==> src/rtl/dlf16_pkg.sv <==
// DLFloat16 field layout, compare opcodes, arbiter FSM states and the
// compare / compare_out datapath functions shared by the FPU.
package dlf16_pkg;

  localparam int SIGN_BIT = 15;
  localparam int EXP_MSB  = 14;
  localparam int EXP_LSB  = 9;
  localparam int MANT_W   = 9;

  localparam logic [1:0] CMP_LT = 2'b00;
  localparam logic [1:0] CMP_GT = 2'b01;
  localparam logic [1:0] CMP_EQ = 2'b10;

  typedef enum logic [1:0] {ST_IDLE, ST_EXEC, ST_RESP} state_e;

  typedef struct packed {
    logic lt;
    logic gt;
    logic eq;
  } cmp_flags_t;

  typedef struct packed {
    logic [15:0] a;
    logic [15:0] b;
    logic [1:0]  op;
  } cmp_req_t;

  // Sign-magnitude ordering; -0 sorts below +0 and there is no NaN/inf handling.
  function automatic cmp_flags_t dlf16_compare(input logic [15:0] a, input logic [15:0] b);
    cmp_flags_t f;
    logic sa, sb, mag_lt, mag_gt;
    logic [EXP_MSB-EXP_LSB:0] ea, eb;
    logic [MANT_W-1:0] ma, mb;
    sa = a[SIGN_BIT];
    sb = b[SIGN_BIT];
    ea = a[EXP_MSB:EXP_LSB];
    eb = b[EXP_MSB:EXP_LSB];
    ma = a[MANT_W-1:0];
    mb = b[MANT_W-1:0];
    mag_lt = (ea < eb) || ((ea == eb) && (ma < mb));
    mag_gt = (ea > eb) || ((ea == eb) && (ma > mb));
    f.eq = (a == b);
    if (sa != sb) begin
      f.lt = sa;
      f.gt = sb;
    end else if (sa) begin
      f.lt = mag_gt;
      f.gt = mag_lt;
    end else begin
      f.lt = mag_lt;
      f.gt = mag_gt;
    end
    return f;
  endfunction

  function automatic logic [15:0] dlf16_compare_out(input cmp_flags_t f, input logic [1:0] op);
    logic [15:0] r;
    case (op)
      CMP_LT:  r = {16{f.lt}};
      CMP_GT:  r = {16{f.gt}};
      CMP_EQ:  r = {16{f.eq}};
      default: r = 16'h0000;
    endcase
    return r;
  endfunction

endpackage

==> src/rtl/rr_arbiter.sv <==
// Round-robin picker: first asserted request after ptr, wrapping modulo NREQ.
module rr_arbiter #(
  parameter int NREQ = 4,
  parameter int IDW  = $clog2(NREQ)
) (
  input  logic [NREQ-1:0] req,
  input  logic [IDW-1:0]  ptr,
  output logic [NREQ-1:0] gnt,
  output logic [IDW-1:0]  idx,
  output logic            any
);

  logic [IDW-1:0] cand;

  always_comb begin
    gnt  = '0;
    idx  = '0;
    any  = 1'b0;
    cand = '0;
    for (int k = 1; k <= NREQ; k++) begin
      cand = IDW'((int'(ptr) + k) % NREQ);
      if (!any && req[cand]) begin
        any       = 1'b1;
        gnt[cand] = 1'b1;
        idx       = cand;
      end
    end
  end

endmodule

==> src/rtl/fp_cmp_arbiter.sv <==
// Shares one DLFloat16 compare datapath among NREQ requesters with round-robin
// grant, a registered compare stage and a tagged response held until accepted.
module fp_cmp_arbiter
  import dlf16_pkg::*;
#(
  parameter int NREQ = 4,
  parameter int IDW  = $clog2(NREQ)
) (
  input  logic                 clk,
  input  logic                 rst_n,
  input  logic [NREQ-1:0]      req_valid,
  output logic [NREQ-1:0]      req_ready,
  input  logic [16*NREQ-1:0]   req_a,
  input  logic [16*NREQ-1:0]   req_b,
  input  logic [2*NREQ-1:0]    req_op,
  output logic                 rsp_valid,
  input  logic                 rsp_ready,
  output logic [IDW-1:0]       rsp_id,
  output logic [15:0]          rsp_data
);

  state_e         state_q, state_d;
  logic [IDW-1:0] ptr_q, ptr_d;
  logic [IDW-1:0] gid_q, gid_d;
  cmp_req_t       opnd_q, opnd_d;
  logic           rsp_valid_q, rsp_valid_d;
  logic [IDW-1:0] rsp_id_q, rsp_id_d;
  logic [15:0]    rsp_data_q, rsp_data_d;

  logic [NREQ-1:0] arb_gnt;
  logic [IDW-1:0]  arb_idx;
  logic            arb_any;
  logic            grant_en;

  rr_arbiter #(.NREQ(NREQ), .IDW(IDW)) u_arb (
    .req (req_valid),
    .ptr (ptr_q),
    .gnt (arb_gnt),
    .idx (arb_idx),
    .any (arb_any)
  );

  always_comb begin
    state_d     = state_q;
    ptr_d       = ptr_q;
    gid_d       = gid_q;
    opnd_d      = opnd_q;
    rsp_valid_d = rsp_valid_q;
    rsp_id_d    = rsp_id_q;
    rsp_data_d  = rsp_data_q;
    grant_en    = 1'b0;
    case (state_q)
      ST_IDLE: grant_en = 1'b1;
      ST_EXEC: begin
        rsp_data_d  = dlf16_compare_out(dlf16_compare(opnd_q.a, opnd_q.b), opnd_q.op);
        rsp_id_d    = gid_q;
        rsp_valid_d = 1'b1;
        state_d     = ST_RESP;
      end
      ST_RESP: begin
        if (rsp_ready) begin
          rsp_valid_d = 1'b0;
          grant_en    = 1'b1;
          state_d     = ST_IDLE;
        end
      end
      default: state_d = ST_IDLE;
    endcase
    // A grant out of RESP overlaps the response hand-off to keep 1 op / 2 cycles.
    if (grant_en && arb_any) begin
      state_d   = ST_EXEC;
      ptr_d     = arb_idx;
      gid_d     = arb_idx;
      opnd_d.a  = req_a[16*arb_idx +: 16];
      opnd_d.b  = req_b[16*arb_idx +: 16];
      opnd_d.op = req_op[2*arb_idx +: 2];
    end
    req_ready = grant_en ? arb_gnt : '0;
  end

  always_ff @(posedge clk or negedge rst_n) begin
    if (!rst_n) begin
      state_q     <= ST_IDLE;
      ptr_q       <= IDW'(NREQ-1);
      gid_q       <= '0;
      opnd_q      <= '0;
      rsp_valid_q <= 1'b0;
      rsp_id_q    <= '0;
      rsp_data_q  <= '0;
    end else begin
      state_q     <= state_d;
      ptr_q       <= ptr_d;
      gid_q       <= gid_d;
      opnd_q      <= opnd_d;
      rsp_valid_q <= rsp_valid_d;
      rsp_id_q    <= rsp_id_d;
      rsp_data_q  <= rsp_data_d;
    end
  end

  assign rsp_valid = rsp_valid_q;
  assign rsp_id    = rsp_id_q;
  assign rsp_data  = rsp_data_q;

endmodule
==> config.mk <==
export PLATFORM = sky130hd
export DESIGN_NAME = fp_cmp_arbiter
export DESIGN_NICKNAME = d
export VERILOG_FILES = /design/src/rtl/dlf16_pkg.sv /design/src/rtl/rr_arbiter.sv /design/src/rtl/fp_cmp_arbiter.sv
export SDC_FILE = /design/constraint.sdc
export NUM_CORES = 1
export LEC_CHECK = 0
export CAP_MARGIN = 20
export CORE_MARGIN = 1.5
export CORE_UTILIZATION = 38
export CTS_CLUSTER_DIAMETER = 200
export DETAILED_ROUTE_END_ITERATION = 7
export GPL_ROUTABILITY_DRIVEN = 0
export PLACE_DENSITY = 0.76
export SLEW_MARGIN = 20
export SYNTH_ARGS = -nofsm -noshare
export SYNTH_HDL_FRONTEND = slang
export SYNTH_SLANG_ARGS = --single-unit
==> constraint.sdc <==
create_clock -name clk -period 8.45 [get_ports clk]
set_input_delay 2.535 -clock clk [delete_from_list [all_inputs] [get_ports clk]]
set_output_delay 2.535 -clock clk [all_outputs]
set_load 0.01 [all_outputs]
==> insert_results.sql, run 1 <==
INSERT INTO impl_metrics (metric_group, metric, value, unit) VALUES
('synth', 'synth_cell_types', '45', ''),
('sta', 'timing.final.crit_share', '0.908', ''),
('place', 'place.port_buffers', '165', ''),
('grt', 'grt_antenna_before_repair', '0', ''),
('cts', 'clock_insertion_delay_worst_skew', '290', 'ps'),
('cts', 'cts.clk_slew.worst_paths', '70', 'ps'),
('sta', 'grt_setup_unrepaired', 'false', ''),
('final_layout', 'syn_to_final_growth', '48.7', '%'),
('synth', 'synthMostInstantiatedCell', 'sky130_fd_sc_hd__mux2i_1', ''),
('cts', 'cts.repair_timing.setup_buffer_count', '0', ''),
('power', 'peakVddDrop', '256', 'µV'),
('cts', 'cts_made_buffers', '5', ''),
('power', 'power-per-cell-area', '351', 'mW/mm²'),
('worst_setup_path', 'worst_ep_arrival_time', '5130', 'ps'),
('synth', 'syn_area', '0.00345', 'mm²'),
('grt', 'grt_use_met2', '0.339', ''),
('cts', 'cts_hold_buf', '0', ''),
('floorplan', 'die_y', '98.3', 'µm'),
('final_layout', 'layout.cells.non_filler', '612', ''),
('sta', 'fin_tns_setup', '0', 'ps'),
('drt', 'ant_nets', '0', ''),
('worst_setup_path', 'critPathKind', 'in -> out', ''),
('sta', 'fin_skew', '7.71', 'ps'),
('drt', 'totalWireLength', '9.38', 'mm'),
('min_path', 'hold_path.startpoint', 'state_q[1]', ''),
('synth', 'synthCells', '361', ''),
('job', 'maximum_capacitance_violations', '0', ''),
('sta', 'slew_headroom', '0.476', ''),
('sta', 'drv_slew', '0', ''),
('worst_setup_path', 'cp.required', '5920', 'ps'),
('power', 'leakagePower', '2.27', 'nW'),
('drt', 'post_route_drc_violation_count', '0', ''),
('sta', 'final_period_minus_worst_setup_slack', '7670', 'ps'),
('drt', 'vias_per_cell', '5.39', ''),
('grt', 'grt_pass1_vias', '3299', ''),
('place', 'place_inst', '603', ''),
('sta', 'setup_viol_count_final', '0', ''),
('power', 'post-layout-total-power', '1.80', 'mW'),
('sta', 'slew_at_the_pin_closest_to_its_max_slew_limit', '778', 'ps'),
('grt', 'groute.layer.met3.usage', '0.0387', ''),
('drt', 'routed_wire_length_per_instance', '15.3', 'µm'),
('synth', 'ys.warnings.count', '0', ''),
('cts', 'clk_root_buffer_cell', 'sky130_fd_sc_hd__clkbuf_8', ''),
('final_layout', 'drive_above_1_share', '0.0476', ''),
('floorplan', 'num_rows', '34', ''),
('final_layout', 'antenna_cells', '0', ''),
('synth', 'leading_cell_types_by_count_after_synthesis', 'sky130_fd_sc_hd__mux2i_1, sky130_fd_sc_hd__dfrtp_1, sky130_fd_sc_hd__nand2_1', ''),
('floorplan', 'pin_count', '166', ''),
('synth', 'synth.avg_cell_area', '9.57', 'µm²'),
('synth', 'yosysSeqAreaShare', '0.320', ''),
('status', 'run_status', 'completed', ''),
('power', 'share_clk_of_total_power', '0.069', ''),
('power', 'internal_cell_power', '1.01', 'mW'),
('min_path', 'timing.hold.worst.class', 'reg -> reg', ''),
('worst_setup_path', 'r2r_start', 'ptr_q[0]', ''),
('drt', 'drtPass1Iterations', '4', ''),
('worst_setup_path', 'timing.critical_path.from_type', 'input port', ''),
('place', 'pre_cts_slack', '837', 'ps'),
('place', 'dp_hpwl', '7.37', 'mm'),
('synth', 'synthDominantAreaCellType', 'sky130_fd_sc_hd__dfrtp_1', ''),
('grt', 'total_track_usage', '0.188', ''),
('sta', 'postLayoutSetupSlackWorst', '781', 'ps'),
('worst_setup_path', 'critPathCaptureType', 'output port', ''),
('grt', 'grt_pass1_wl', '15.0', 'mm'),
('floorplan', 'placeableCoreArea', '0.00876', 'mm²'),
('cts', 'numClockSinks', '44', ''),
('synth', 'synthTopCellsByArea', 'sky130_fd_sc_hd__dfrtp_1, sky130_fd_sc_hd__mux2i_1, sky130_fd_sc_hd__o221ai_1', ''),
('worst_setup_path', 'reg2regPathDepth', '9', ''),
('synth', 'async_flop_share', '1.00', ''),
('power', 'seqPwrFrac', '0.234', ''),
('cts', 'htree_levels', '2', '');
critical path, stage by stage:
cell and delay, ps:
sky130_fd_sc_hd__clkdlybuf4s50_1 520, sky130_fd_sc_hd__mux4_2 580, sky130_fd_sc_hd__a211oi_1 440, sky130_fd_sc_hd__a22oi_1 150, sky130_fd_sc_hd__nor2_1 140, sky130_fd_sc_hd__a221oi_1 60
sky130_fd_sc_hd__nor2_1 150, sky130_fd_sc_hd__clkdlybuf4s50_1 550
registers in the layout, indices dropped and copies added (netlist names):
signal	cells
opnd_q	34
gid_q	2
ptr_q	2
rsp_id	2
state_q	2
rsp_data	1
rsp_valid	1
per-layer routing:
layer / up-vias / share of wire
li1: 1616 / -
met1: 1512 / 0.40
met2: 147 / 0.51
met3: 21 / 0.069
met4: 0 / 0.022
met5: - / 0
logic make-up after synthesis:
family	Yosys count	synth area share
muxes	75	0.227
adders and majority gates	21	0.0761
DFF	44	0.320
buffers and inverters	57	0.0957
and+or+nand+nor	86	0.106
xor gates and xnor gates	1	0.00254
AOI/OAI and AO/OA	77	0.173
power groups by stage:
stage               Clock [mW]  Sequential, mW  Combinational [mW]
floorplan                    0           0.396                1.01
global placement             0           0.420                1.21
detailed placement           0           0.425                1.26
CTS                      0.131           0.421                1.27
global route             0.138           0.438                1.39
finish                   0.125           0.421                1.26
cells in the final DEF (no fill, tap or decap), types with 2 or more instances in the layout:
master,instances
sky130_fd_sc_hd__clkdlybuf4s50_1,164
sky130_fd_sc_hd__mux2i_1,69
sky130_fd_sc_hd__nand2_1,42
sky130_fd_sc_hd__dfrtp_1,42
sky130_fd_sc_hd__o221ai_1,34
sky130_fd_sc_hd__inv_1,22
sky130_fd_sc_hd__nor2_1,22
sky130_fd_sc_hd__ha_1,21
sky130_fd_sc_hd__a21oi_1,11
sky130_fd_sc_hd__o21ai_0,8
sky130_fd_sc_hd__nor3_1,6
sky130_fd_sc_hd__nand3_1,5
sky130_fd_sc_hd__clkbuf_8,5
sky130_fd_sc_hd__a22oi_1,4
sky130_fd_sc_hd__a221oi_1,4
sky130_fd_sc_hd__nand2b_1,3
sky130_fd_sc_hd__mux2_2,3
sky130_fd_sc_hd__clkbuf_1,3
sky130_fd_sc_hd__nor2b_1,2
sky130_fd_sc_hd__a211oi_1,2
sky130_fd_sc_hd__o21ai_1,2
sky130_fd_sc_hd__or2_2,2
sky130_fd_sc_hd__a211o_1,2
sky130_fd_sc_hd__a21o_1,2
sky130_fd_sc_hd__buf_6,2
sky130_fd_sc_hd__buf_4,2
sky130_fd_sc_hd__dfstp_2,2
worst paths after layout:
check                               endpoint  slack (ps)
worst min-delay path               rsp_valid         470
max in group asynchronous           ptr_q[0]        5700
worst max-delay path            req_ready[3]         780
worst min register to register     rsp_valid         470
worst max register to register    opnd_q[23]        5070
min in group asynchronous          opnd_q[0]        2180
stage by stage:
step	utilization	area (µm²)	hold slack, ps
2_1_floorplan	-	3450	430
3_3_place_gp	0.572	5010	440
3_5_place_dp	0.575	5040	456
4_1_cts	0.584	5120	468
5_1_grt	0.586	5140	504
6_report	0.586	5140	472
final cells by class:
cell class,count,area [µm²]
Multi-Input combinational cell,260,2030
Fill cell,768,3630
Inverter,22,82.6
Sequential cell,44,1100
Clock buffer,8,80.1
Tap cell,108,135
Timing Repair Buffer,170,1700
No activity file was read; power rests on OpenSTA's default activity.
==> run 2: changes to the inputs <==
- CTS_BUF_LIST: unset -> sky130_fd_sc_hd__clkbuf_4
- DONT_BUFFER_PORTS: unset -> 1
- PLACE_DENSITY: 0.76 -> 0.54
==> insert_results.sql, run 2 (synthesis results as in run 1) <==
INSERT INTO impl_metrics (metric_group, metric, value, unit) VALUES
('floorplan', 'pin_count', '166', ''),
('drt', 'routed_wire_length_per_instance', '17.1', 'µm'),
('floorplan', 'dieArea', '0.00967', 'mm²'),
('grt', 'grt_use_met2', '0.258', ''),
('cts', 'cts_hold_buf', '0', ''),
('worst_setup_path', 'critPathCaptureType', 'output port', ''),
('cts', 'cts.repair_timing.setup_buffer_count', '0', ''),
('min_path', 'timing.hold.worst.class', 'reg -> reg', ''),
('sta', 'postLayoutSetupSlackWorst', '1840', 'ps'),
('job', 'maximum_capacitance_violations', '0', ''),
('worst_setup_path', 'critPathKind', 'in -> out', ''),
('floorplan', 'num_rows', '34', ''),
('power', 'leakagePower', '1.63', 'nW'),
('worst_setup_path', 'worst-path-max-fanout', '6', ''),
('grt', 'grt_pass1_vias', '2506', ''),
('grt', 'grt_antenna_before_repair', '0', ''),
('sta', 'drv_slew', '0', ''),
('worst_setup_path', 'worst_ep_arrival_time', '4070', 'ps'),
('sta', 'fin_tns_setup', '0', 'ps'),
('drt', 'ant_nets', '0', ''),
('worst_setup_path', 'cp.required', '5920', 'ps'),
('sta', 'fin_skew', '14.4', 'ps'),
('final_layout', 'drive_above_1_share', '0.0678', ''),
('grt', 'gr-usage-met1', '0.220', ''),
('floorplan', 'die_y', '98.3', 'µm'),
('final_layout', 'max_flop_register', 'opnd_q', ''),
('place', 'place_inst', '438', ''),
('final_layout', 'largest_register_ffs', '34', ''),
('worst_setup_path', 'cp_slowest_cell', 'sky130_fd_sc_hd__mux4_2', ''),
('cts', 'clock_insertion_delay_worst_skew', '350', 'ps'),
('place', 'pre_cts_slack', '1860', 'ps'),
('final_layout', 'most_common_cell_after_layout_fill_and_taps_aside', 'sky130_fd_sc_hd__mux2i_1', ''),
('status', 'run_status', 'completed', ''),
('cts', 'cts.clk_slew.worst_paths', '120', 'ps'),
('cts', 'postCtsResizedCells', '0', ''),
('sta', 'setup_viol_count_final', '0', ''),
('final_layout', 'layout_common_cells', 'sky130_fd_sc_hd__mux2i_1, sky130_fd_sc_hd__nand2_1, sky130_fd_sc_hd__dfrtp_1, sky130_fd_sc_hd__o221ai_1', ''),
('sta', 'slew_at_the_pin_closest_to_its_max_slew_limit', '777', 'ps'),
('worst_setup_path', 'cpPeakStageDelay', '520', 'ps'),
('final_layout', 'layout.cells.non_filler', '447', ''),
('power', 'peakVddDrop', '128', 'µV'),
('grt', 'gr-total-overflow', '0', ''),
('power', 'power-per-cell-area', '472', 'mW/mm²'),
('floorplan', 'initial_core_util', '0.394', ''),
('drt', 'vias_per_cell', '5.71', ''),
('sta', 'final_period_minus_worst_setup_slack', '6610', 'ps'),
('cts', 'clk_root_buffer_cell', 'sky130_fd_sc_hd__clkbuf_4', ''),
('grt', 'grt_start_max_net_pins', '45', ''),
('cts', 'clock_path_buffers', '2', ''),
('drt', 'detailroute.via_count', '2551', ''),
('sta', 'max_freq', '0.151', 'GHz'),
('worst_setup_path', 'cp_top_family', 'compound AO/OA/AOI/OAI gates', ''),
('cts', 'numClockSinks', '44', ''),
('drt', 'drtPass1Iterations', '4', ''),
('place', 'place.port_buffers', '0', ''),
('worst_setup_path', 'critical_path.most_common_cell', 'sky130_fd_sc_hd__nor2_1', ''),
('sta', 'slew_headroom', '0.476', ''),
('worst_setup_path', 'timing.critical_path.from_type', 'input port', ''),
('cts', 'cts_made_buffers', '5', ''),
('grt', 'total_track_usage', '0.157', ''),
('sta', 'grt_setup_unrepaired', 'false', ''),
('place', 'dp_hpwl', '5.93', 'mm'),
('final_layout', 'final_nets', '502', ''),
('final_layout', 'syn_to_final_growth', '0.906', '%'),
('grt', 'groute.layer.met3.usage', '0.0272', ''),
('drt', 'post_route_drc_violation_count', '0', ''),
('drt', 'totalWireLength', '7.63', 'mm'),
('final_layout', 'antenna_cells', '0', ''),
('floorplan', 'placeableCoreArea', '0.00876', 'mm²'),
('sta', 'timing.final.crit_share', '0.782', ''),
('grt', 'grt_pass1_wl', '12.2', 'mm'),
('drt', 'initialDrtViolationCount', '56', ''),
('cts', 'htree_levels', '2', ''),
('sta', 'timing_hold_violations_final', '0', ''),
('cts', 'tritoncts', 'built', ''),
('floorplan', 'die_x', '98.3', 'µm'),
('grt', 'gr-max-usage-layer', 'met2', ''),
('worst_setup_path', 'worstPathCellList', 'mux4_2 > a211oi_1 > a22oi_1 > nor2_1 > a221oi_1 > nor2_1', ''),
('worst_setup_path', 'worst-path-buf-inv', '0', '');
## run 2: per-layer routing
layer | share of wire | up-vias
li1 | - | 1277
met5 | 0 | -
met1 | 0.47 | 1173
met3 | 0.059 | 4
met2 | 0.47 | 97
met4 | 0.0055 | 0
## run 2: final cells by class
cell class | count | area, µm²
Clock buffer | 5 | 37.5
Clock inverter | 3 | 37.5
Fill cell | 926 | 5280
Inverter | 22 | 82.6
Multi-Input combinational cell | 260 | 2030
Sequential cell | 44 | 1100
Tap cell | 108 | 135
Timing Repair Buffer | 5 | 57.6
## run 2: worst paths after layout
path | slack, ps | startpoint | cells after the start | endpoint
min | 470 | state_q[1] | 1 | rsp_valid
max | 1840 | req_valid[1] | 6 | req_ready[1]
max in group asynchronous | 6410 | rst_n | 0 | ptr_q[1]
min in group asynchronous | 1850 | rst_n | 0 | opnd_q[20]
max reg2reg | 4520 | ptr_q[0] | 10 | opnd_q[19]
min reg2reg | 470 | state_q[1] | 1 | rsp_valid
## run 2: metrics by stage
| step | cell area [µm²] | power [mW] | hold WS, ps | util |
|---|---|---|---|---|
| finish | 3480 | 1.64 | 471 | 0.398 |
| global route | 3480 | 1.81 | 509 | 0.398 |
| CTS | 3460 | 1.65 | 476 | 0.394 |
| detailed placement | 3380 | 1.51 | 454 | 0.386 |
| global placement | 3380 | 1.50 | 439 | 0.386 |
| floorplan | 3450 | 1.41 | 430 | - |
## run 2: where the power goes
group | total (mW) | switching [mW] | internal (mW) | leakage (nW)
Clock | 0.128 | 0.0676 | 0.0605 | 0.0403
Sequential | 0.420 | 0.0922 | 0.327 | 0.534
Combinational | 1.10 | 0.600 | 0.495 | 1.05
Total | 1.64 | 0.760 | 0.883 | 1.63
